**src/rtl/prng_sched_pkg.sv**
```systemverilog
// Shared types and helpers for the PRNG scheduler.
//   state_e     : sequencer states (IDLE, LOAD, WARMUP, SERVE)
//   DEFAULT_W   : default PRN/seed width
//   seed_fixup  : maps an all-zero seed to 1 so the PRNG never loads its lock-up value
package prng_sched_pkg;

    localparam int DEFAULT_W = 10;

    typedef enum logic [1:0] {
        IDLE,
        LOAD,
        WARMUP,
        SERVE
    } state_e;

    function automatic logic [31:0] seed_fixup(input logic [31:0] seed);
        return (seed == 32'd0) ? 32'd1 : seed;
    endfunction

endpackage

```
**src/rtl/prng_scheduler_rr_arbiter.sv**
```systemverilog
// Round-robin arbiter for the PRNG scheduler.
//   req_i     : request vector
//   ptr_i     : index where the search starts
//   en_i      : 0 forces no grant
//   gnt_o     : one-hot grant (all zero when nothing is granted)
//   ptr_nxt_o : index after the granted one, or ptr_i when nothing is granted
module rr_arbiter #(
    parameter int N_REQ = 4,
    parameter int PW    = (N_REQ > 1) ? $clog2(N_REQ) : 1
) (
    input  logic [N_REQ-1:0] req_i,
    input  logic [PW-1:0]    ptr_i,
    input  logic             en_i,
    output logic [N_REQ-1:0] gnt_o,
    output logic [PW-1:0]    ptr_nxt_o
);

    logic [PW-1:0] idx;
    logic          found;

    // NOTE: every combinational output gets a default before any branch so no latch is inferred.
    always_comb begin
        gnt_o     = '0;
        ptr_nxt_o = ptr_i;
        found     = 1'b0;
        idx       = '0;
        for (int off = 0; off < N_REQ; off++) begin
            idx = PW'((int'(ptr_i) + off) % N_REQ);
            if (en_i && !found && req_i[idx]) begin
                gnt_o[idx] = 1'b1;
                ptr_nxt_o  = PW'((int'(idx) + 1) % N_REQ);
                found      = 1'b1;
            end
        end
    end

endmodule

```
**src/rtl/prng_scheduler.sv**
```systemverilog
// PRNG scheduler: sequences an external PRNG (clear, seed load, warm-up, run) and
// hands each requester a unique PRN value per grant, advancing the PRNG once per grant.
// Reseeds with a stepped seed every RESEED_INTERVAL grants.
// Optional feature macro: LOCKUP_DETECT_EN (adds the LOCKUP port; a zero PRN seen
// while serving is never delivered and forces a reseed).
// Ports:
//   SYS_CLK, RST_N     : clock, asynchronous active-low reset
//   START              : level, 1 = run, 0 = back to IDLE
//   INIT_SEED          : seed for the first load after START rises
//   REQ / GNT          : requests (held until granted) / one-hot 1-cycle grant
//   RND_VALID/RND_DATA : PRN delivered alongside GNT
//   READY              : high in SERVE
//   PRNG_SCLR/LOAD/EN/SEED : controls to the PRNG; PRNG_PRN is its registered output
//   LOCKUP             : (LOCKUP_DETECT_EN only) sticky zero-PRN flag, cleared by IDLE
module prng_scheduler
    import prng_sched_pkg::*;
#(
    parameter int N_REQ           = 4,
    parameter int W               = DEFAULT_W,
    parameter int WARMUP_CYCLES   = 16,
    parameter int RESEED_INTERVAL = 256,
    parameter int SEED_STEP       = 3
) (
    input  logic             SYS_CLK,
    input  logic             RST_N,
    input  logic             START,
    input  logic [W-1:0]     INIT_SEED,
    input  logic [N_REQ-1:0] REQ,
    output logic [N_REQ-1:0] GNT,
    output logic             RND_VALID,
    output logic [W-1:0]     RND_DATA,
    output logic             READY,
    output logic             PRNG_SCLR,
    output logic             PRNG_LOAD,
    output logic             PRNG_EN,
    output logic [W-1:0]     PRNG_SEED,
    input  logic [W-1:0]     PRNG_PRN
`ifdef LOCKUP_DETECT_EN
    ,
    output logic             LOCKUP
`endif
);

    localparam int PW  = (N_REQ > 1) ? $clog2(N_REQ) : 1;
    localparam int GCW = $clog2(RESEED_INTERVAL + 1);
    localparam int WCW = (WARMUP_CYCLES > 1) ? $clog2(WARMUP_CYCLES) : 1;

    state_e           state_q, state_d;
    logic [WCW-1:0]   wcnt_q, wcnt_d;
    logic [GCW-1:0]   gcnt_q, gcnt_d;
    logic [W-1:0]     seed_q, seed_d;
    logic [PW-1:0]    ptr_q, ptr_d;
    logic [N_REQ-1:0] gnt_q, gnt_d;
    logic             valid_q, valid_d;
    logic [W-1:0]     data_q, data_d;
    logic             lockup_q, lockup_d;

    logic             lock_hit;
    logic             reseed_due;
    logic             serve_en;
    logic [N_REQ-1:0] arb_gnt;
    logic [PW-1:0]    arb_ptr;

`ifdef LOCKUP_DETECT_EN
    // A zero PRN means the PRNG is stuck; it takes the same path as an interval reseed.
    assign lock_hit = (state_q == SERVE) && (PRNG_PRN == '0);
    assign LOCKUP   = lockup_q;
`else
    assign lock_hit = 1'b0;
`endif

    // Once the interval is reached no further grant may consume a PRN from this seed.
    assign reseed_due = (gcnt_q == GCW'(RESEED_INTERVAL)) || lock_hit;
    assign serve_en   = (state_q == SERVE) && START && (|REQ) && !reseed_due;

    rr_arbiter #(
        .N_REQ (N_REQ),
        .PW    (PW)
    ) u_arb (
        .req_i     (REQ),
        .ptr_i     (ptr_q),
        .en_i      (serve_en),
        .gnt_o     (arb_gnt),
        .ptr_nxt_o (arb_ptr)
    );

    always_comb begin
        state_d  = state_q;
        wcnt_d   = wcnt_q;
        gcnt_d   = gcnt_q;
        seed_d   = seed_q;
        ptr_d    = ptr_q;
        gnt_d    = '0;
        valid_d  = 1'b0;
        data_d   = data_q;
        lockup_d = START ? lockup_q : 1'b0;

        unique case (state_q)
            IDLE: begin
                gcnt_d = '0;
                if (START) begin
                    seed_d  = W'(seed_fixup(32'(INIT_SEED)));
                    state_d = LOAD;
                end
            end
            LOAD: begin
                wcnt_d  = '0;
                state_d = START ? WARMUP : IDLE;
            end
            WARMUP: begin
                if (!START) begin
                    state_d = IDLE;
                end else if (wcnt_q == WCW'(WARMUP_CYCLES - 1)) begin
                    state_d = SERVE;
                end else begin
                    wcnt_d = wcnt_q + WCW'(1);
                end
            end
            SERVE: begin
                if (!START) begin
                    state_d = IDLE;
                end else if (reseed_due) begin
                    state_d = LOAD;
                    seed_d  = W'(seed_fixup(32'(W'(seed_q + W'(SEED_STEP)))));
                    gcnt_d  = '0;
                    if (lock_hit) begin
                        lockup_d = 1'b1;
                    end
                end else if (|arb_gnt) begin
                    // PRNG_EN is high this cycle, so the PRN captured here is consumed.
                    gnt_d   = arb_gnt;
                    valid_d = 1'b1;
                    data_d  = PRNG_PRN;
                    ptr_d   = arb_ptr;
                    gcnt_d  = gcnt_q + GCW'(1);
                end
            end
            default: state_d = IDLE;
        endcase
    end

    // NOTE: state registers use non-blocking assignments so every flop samples pre-edge values.
    always_ff @(posedge SYS_CLK or negedge RST_N) begin
        if (!RST_N) begin
            state_q  <= IDLE;
            wcnt_q   <= '0;
            gcnt_q   <= '0;
            seed_q   <= '0;
            ptr_q    <= '0;
            gnt_q    <= '0;
            valid_q  <= 1'b0;
            data_q   <= '0;
            lockup_q <= 1'b0;
        end else begin
            state_q  <= state_d;
            wcnt_q   <= wcnt_d;
            gcnt_q   <= gcnt_d;
            seed_q   <= seed_d;
            ptr_q    <= ptr_d;
            gnt_q    <= gnt_d;
            valid_q  <= valid_d;
            data_q   <= data_d;
            lockup_q <= lockup_d;
        end
    end

    assign GNT       = gnt_q;
    assign RND_VALID = valid_q;
    assign RND_DATA  = data_q;
    assign READY     = (state_q == SERVE);
    assign PRNG_SCLR = (state_q == IDLE);
    assign PRNG_LOAD = (state_q == LOAD);
    assign PRNG_EN   = (state_q == WARMUP) || serve_en;
    assign PRNG_SEED = seed_q;

endmodule

```
**config.mk**
```make
export PLATFORM = sky130hd
export DESIGN_NAME = prng_scheduler
export DESIGN_NICKNAME = d
export VERILOG_FILES = /design/src/rtl/prng_sched_pkg.sv /design/src/rtl/prng_scheduler_rr_arbiter.sv /design/src/rtl/prng_scheduler.sv
export SDC_FILE = /design/constraint.sdc
export NUM_CORES = 1
export LEC_CHECK = 0
export ABC_AREA = 1
export BUFFER_PORTS_ARGS = -buffer_cell sky130_fd_sc_hd__buf_2
export CORE_MARGIN = 2
export CORE_UTILIZATION = 53
export CTS_CLUSTER_DIAMETER = 100
export DETAILED_ROUTE_END_ITERATION = 6
export GPL_TIMING_DRIVEN = 0
export PLACE_DENSITY_LB_ADDON = 0.25
export RECOVER_POWER = 25
export SYNTH_ARGS = -nofsm -noshare
export SYNTH_HDL_FRONTEND = slang
export SYNTH_SLANG_ARGS = --single-unit
```
**constraint.sdc**
```tcl
create_clock -name SYS_CLK -period 2.9 [get_ports SYS_CLK]
set_clock_uncertainty 0.15 [all_clocks]
set_input_delay 0.145 -clock SYS_CLK [delete_from_list [all_inputs] [get_ports SYS_CLK]]
set_output_delay 0.145 -clock SYS_CLK [all_outputs]
set_load 0.01 [all_outputs]
```
# Word-level counts from Yosys, hierarchy flattened
# Index checks and enable logic that the tools add are counted.
# word_totals
out_inout_bits,29
input_bits,27
regBits,42
wordCells,130
# classes
mux,55
reduce_logical,33
n_addsub,9
eq_ne,13
n_lt_le_gt_ge,8
n_bitwise,4
# ops
operator,count
$mux 10,5
$mux 4,10
$mux 9,3
$logic_not 10->1,2
$mux 2,10
$pmux 10 s2,1
$pmux 9 s2,1
$mux 1,15
$logic_and 1x1->1,14
$lt 2x3->1 const B,4
$or 4x4->4,3
$add 10x2->10 const B,1
$add 9x1->9 const B,1
$eq 9x9->1 const B,1
$reduce_and 3->1,3
$add 2x1->2 const B,4
$bmux 1 s2,4
$demux 1 s2,4
$ge 2x1->1 const B,4
$ne 2x2->1 const B,4
$pmux 2 s4,1
$pmux 4 s2,1
$reduce_and 4->1,2
$reduce_or 4->1,2
other kinds (16),22

# Longest topological paths before layout
# depth
ltp_word,23
ltp_mapped,16
ltp_nobuf,16

# By module
# From an unflattened synthesis, not the netlist that was laid out.
# hier_totals
hier_cells,388
hier_area_um2,2807.7
# modules_own_cells
mod,instances,seq_area_each_um2,cells_each,area_per_inst_um2
prng_scheduler,1,1051.0,306,2374.8
rr_arbiter,1,0.0,82,432.9

# Worst setup path after synthesis
# Ideal clock, no wire load.
# synth_timing
path_type,reg-to-reg
start,register ptr_q[0]
end,register data_q[1] (netlist: RND_DATA[1])
synth_period_minus_slack_ns,2.243
path_stages_with_launch,14
setup_time_ns,0.117
t_required_ns,2.633
path_slack_ns,0.657
arrival_time_ns,1.977
path_buffers,1
cell_sequence,dfrtp_1 -> inv_2 -> ha_1 -> inv_1 -> nand2_1 -> nand2_2 -> inv_2 -> nand4_1 -> nand3_2 -> nor2_4 -> nand2_4 -> buf_6 -> nand2_1 -> nand2_1
# synth_via
elab_chain_cells,18
word_cells_on_any_way,53
classes_between,3 x add/sub; 8 x order compare; 23 x mux; 3 x bitwise; 16 x reduce/logical
# synth_rtl
element,line,text
start: declaration,prng_scheduler.sv:52,"logic [PW-1:0] ptr_q, ptr_d;"
start signal: assignment,prng_scheduler.sv:159,ptr_q <= ptr_d;
branches (longest 15 deep; another with $lt 2x3->1),--,
$mux 4 *,prng_scheduler_rr_arbiter.sv:29,if (en_i && !found && req_i[idx]) begin
$reduce_or 4->1 *,prng_scheduler.sv:129,end else if (|arb_gnt) begin
$reduce_and 4->1 (no source line) *,--,
end signal: assignment,prng_scheduler.sv:162,data_q <= data_d;
end: declaration,prng_scheduler.sv:55,"logic [W-1:0] data_q, data_d;"
# Mark *: on every way between the ends. The select of a mux whose other input is x is not followed.
# A chain may end at the register's enable or synchronous reset.

# Worst setup path after layout
# layout_timing
start,register ptr_q[0]
end,register gcnt_q[7]
# layout_via
elab_chain_cells,19
word_cells_on_any_way,54
classes_between,3 x add/sub; 8 x order compare; 1 x eq/ne; 23 x mux; 3 x bitwise; 16 x reduce/logical
# layout_rtl
element,line,text
branches (longest 15 deep; another with $lt 2x3->1),--,
$mux 4 *,prng_scheduler_rr_arbiter.sv:29,
$reduce_or 4->1 *,prng_scheduler.sv:129,
$ne 3x1->1 (no source line) *,--,
$reduce_and 3->1 (no source line) *,--,
end signal: assignment,prng_scheduler.sv:157,gcnt_q <= gcnt_d;
end: declaration,prng_scheduler.sv:50,"logic [GCW-1:0] gcnt_q, gcnt_d;"
# Marked as above.

==> results.md <==
- Run status: finished clean
- Post-synthesis adder-cell area fraction: 0.0759
- Final Hold Viols: 0
- FF-to-FF setup slack: 230 ps
- Synth Instances: 368
- Top-area cell type share of the netlist area: 0.375
- Compound-Gate Fraction of Synth Area: 0.0830
- Highest clock rate: 374 MHz
- Most frequent cells in the layout: nand2_1 (108), dfrtp_1 (42), inv_1 (38)
- Post-route cell area: 0.00338 sq mm
- Worst Path Arrival: 2710 ps
- Worst slack, placed: 223 ps
- PwrDens: 868 mW/mm^2
- Worst r2r src: ptr_q[0]$_DFFE_PN0P_
- Main flop type after synthesis: dfrtp_1
- Post-DP HPWL: 4590 um
- Pwr Total: 2.94 mW
- R2R depth: 13
- WHS Endpoint: PRNG_SEED[6]$_DFFE_PN0P_
- Worst reg2reg endpoint: gcnt_q[7]$_DFFE_PN0P_
- Drt wl/cell: 12.5 um
- Setup violators final: 0
- Post-synthesis simple-gate area fraction: 0.361
- RSZ-0062 raised after global routing: no
- Fin crit share: 0.922
- Layout area overhead: 20.6%
- Via-per-instance ratio: 5.21
- Seq/Total Area, Yosys: 0.375
- Final WL: 6420 um
- Ant diodes: 0
- Initial antenna violation count: 0
- IO Pins: 56
- Commonest non-fill, non-tap cell in the layout: nand2_1
- Initial core utilization: 0.549
- WP data required: 2940 ps
- Crit. End Element: flop
- DR vias: 2685
- Post-DP Area: 0.00317 sq mm
- Num CTS Buffers: 5
- Vias in the first global route: 2600
- Top cells by area, synth: dfrtp_1 (37%), nand2_1 (14%), ha_1 (7.6%), nand4_1 (5.6%), inv_1 (5.1%)
- Clock buffer depth: 2
- EDFF count, synth: 0
- Critical path class: flop to flop
- Die area: 0.00589 sq mm
- CTS tree: done
- Drt pass-1 iters: 6
- Clk pin slew, worst setup/hold paths: 80 ps
- Post-synthesis mux area share: 0
- Main combinational cell family by area after synthesis: simple AND/OR/NAND/NOR gates
- Max-Cap Viols: 0
- #FFs+latches synth: 42
- Post-Layout Cell Count: 515
- Clock sinks: 42
- Starting DRT DRC Count: 152
- Placed Cells: 493
- Syn Area/Cell: 7.62 sq um
- Placer Congestion: 0.870
- Synth async-reset ratio: 1.00
- Filler cells: 475
- Final Slew Violations: 0
- Worst setup margin: 227 ps
- DIE WIDTH: 76.7 um
- Synth cell types: 36
- Root buffer cell: clkbuf_8
- Worst Hold Depth: 3
- GR Overflow Total: 0
- Core Area: 0.00511 sq mm
- Hold crit path type: input pin to flop
- Nets: 488
- Post-CTS setup buffers: 0
- Post-synth design cell area: 0.00280 sq mm
- Top fanout value on the critical path: 10
- Standard-cell rows: 26
- Max_slew headroom: 0.304
- Fin Hold WS: 12.5 ps
- Port buffer count: 55
- Worst-skew pair later-pin latency: 290 ps
- Startpoint Class: flop
- Largest net degree at the start of global routing: 43
- Share of post-route cells with drive strength above 1: 0.142
- Hold wc startpoint: INIT_SEED[6]
- Synth Area in XOR/XNOR: 0.0344
- Setup TNS: 0 ps
- Leakage: 1.73 nW
- Worst-Margin Slew: 1040 ps
- YS warnings: 0
- Leading area contributor after synthesis: dfrtp_1
- Post-layout min period: 2670 ps
- Residual DRC: 0
- GRT Overall Usage: 0.236
- Peak supply drop: 0.000476 V
- CTS H-tree depth: 2
- Post-layout util: 0.662
- Post-synth net total: 412
- First-pass GRT wire length: 11300 um
- Final antenna-violating net count: 0
- Die H: 76.7 um
[registers in the layout, summed over array words and instances (netlist names)]
name and count:
RND_DATA 10, wcnt_q 4, state_q 2, RND_VALID 1
gcnt_q 9, ptr_q 2, PRNG_SEED 10, GNT 4
[routing by layer]
layer,global-route usage,up-vias,share of wire
met4,0.0982,0,0.018
li1,-,1362,-
met5,0,-,0
met2,0.411,73,0.50
met1,0.290,1240,0.44
met3,0.0376,10,0.043
[final cells by class]
cell class,count,area (sq um),area share
repair buffers,69,384,0.114
clock buffers,7,76.3,0.0226
plain buffers,5,35.0,0.0104
clock inverters,1,30.0,0.00888
multi-input cells,277,1550,0.459
flip-flops and latches,42,1050,0.311
inverters,44,165,0.0488
well taps,70,87.6,0.0259
[kinds of logic after synthesis]
group	count (synthesis)
buf+inv	49
fa+ha+maj	17
compound gates	40
simple gates	209
xor+xnor	11
flops	42
[critical path, cell delays in order, from the launching register on]
cell,delay [ps]
dfrtp_1,570
inv_2,170
ha_1,370
inv_1,80
nand2_1,70
nand2_1,50
nor2_2,240
nand4_1,200
nand3_2,150
nor2_4,60
nand3_4,130
nand3_4,150
nand2_1,110
nand2_1,50
[repair_timing]
item / 4_1_cts / 5_1_grt
resized for setup: 0 / 0
hold buffers: 14 / 0
hold endpoints to repair: 55 / 0
[where the power goes]
part	switching [mW]	leakage [nW]	internal (mW)
logic	1.02	1.14	0.509
clock network	0.204	0.0524	0.258
registers	0.186	0.542	0.763
[cells in the mapped netlist (5+ instances only)]
library cell and number:
a21oi_1 18, o21ai_0 10, inv_1 38, xor2_1 11
nand2_2 5, ha_1 17, nor2_1 34, dfrtp_1 42
nand4_1 25, nand2_1 108, nor3_1 5, nand3_1 12
[how the worst max path moves through the flow]
stage	to	startpoint	slack [ps]
5_1_grt	gcnt_q[1]$_DFFE_PN0P_	ptr_q[0]$_DFFE_PN0P_	10
4_1_cts	gcnt_q[7]$_DFFE_PN0P_	ptr_q[0]$_DFFE_PN0P_	210
3_3_place_gp	gcnt_q[6]$_DFFE_PN0P_	ptr_q[0]$_DFFE_PN0P_	280
2_1_floorplan	RND_DATA[1]$_DFFE_PN0P_	ptr_q[0]$_DFFE_PN0P_	660
3_5_place_dp	gcnt_q[7]$_DFFE_PN0P_	ptr_q[0]$_DFFE_PN0P_	220
6_report	gcnt_q[7]$_DFFE_PN0P_	ptr_q[0]$_DFFE_PN0P_	230
Power figures use the tool's default switching activity.
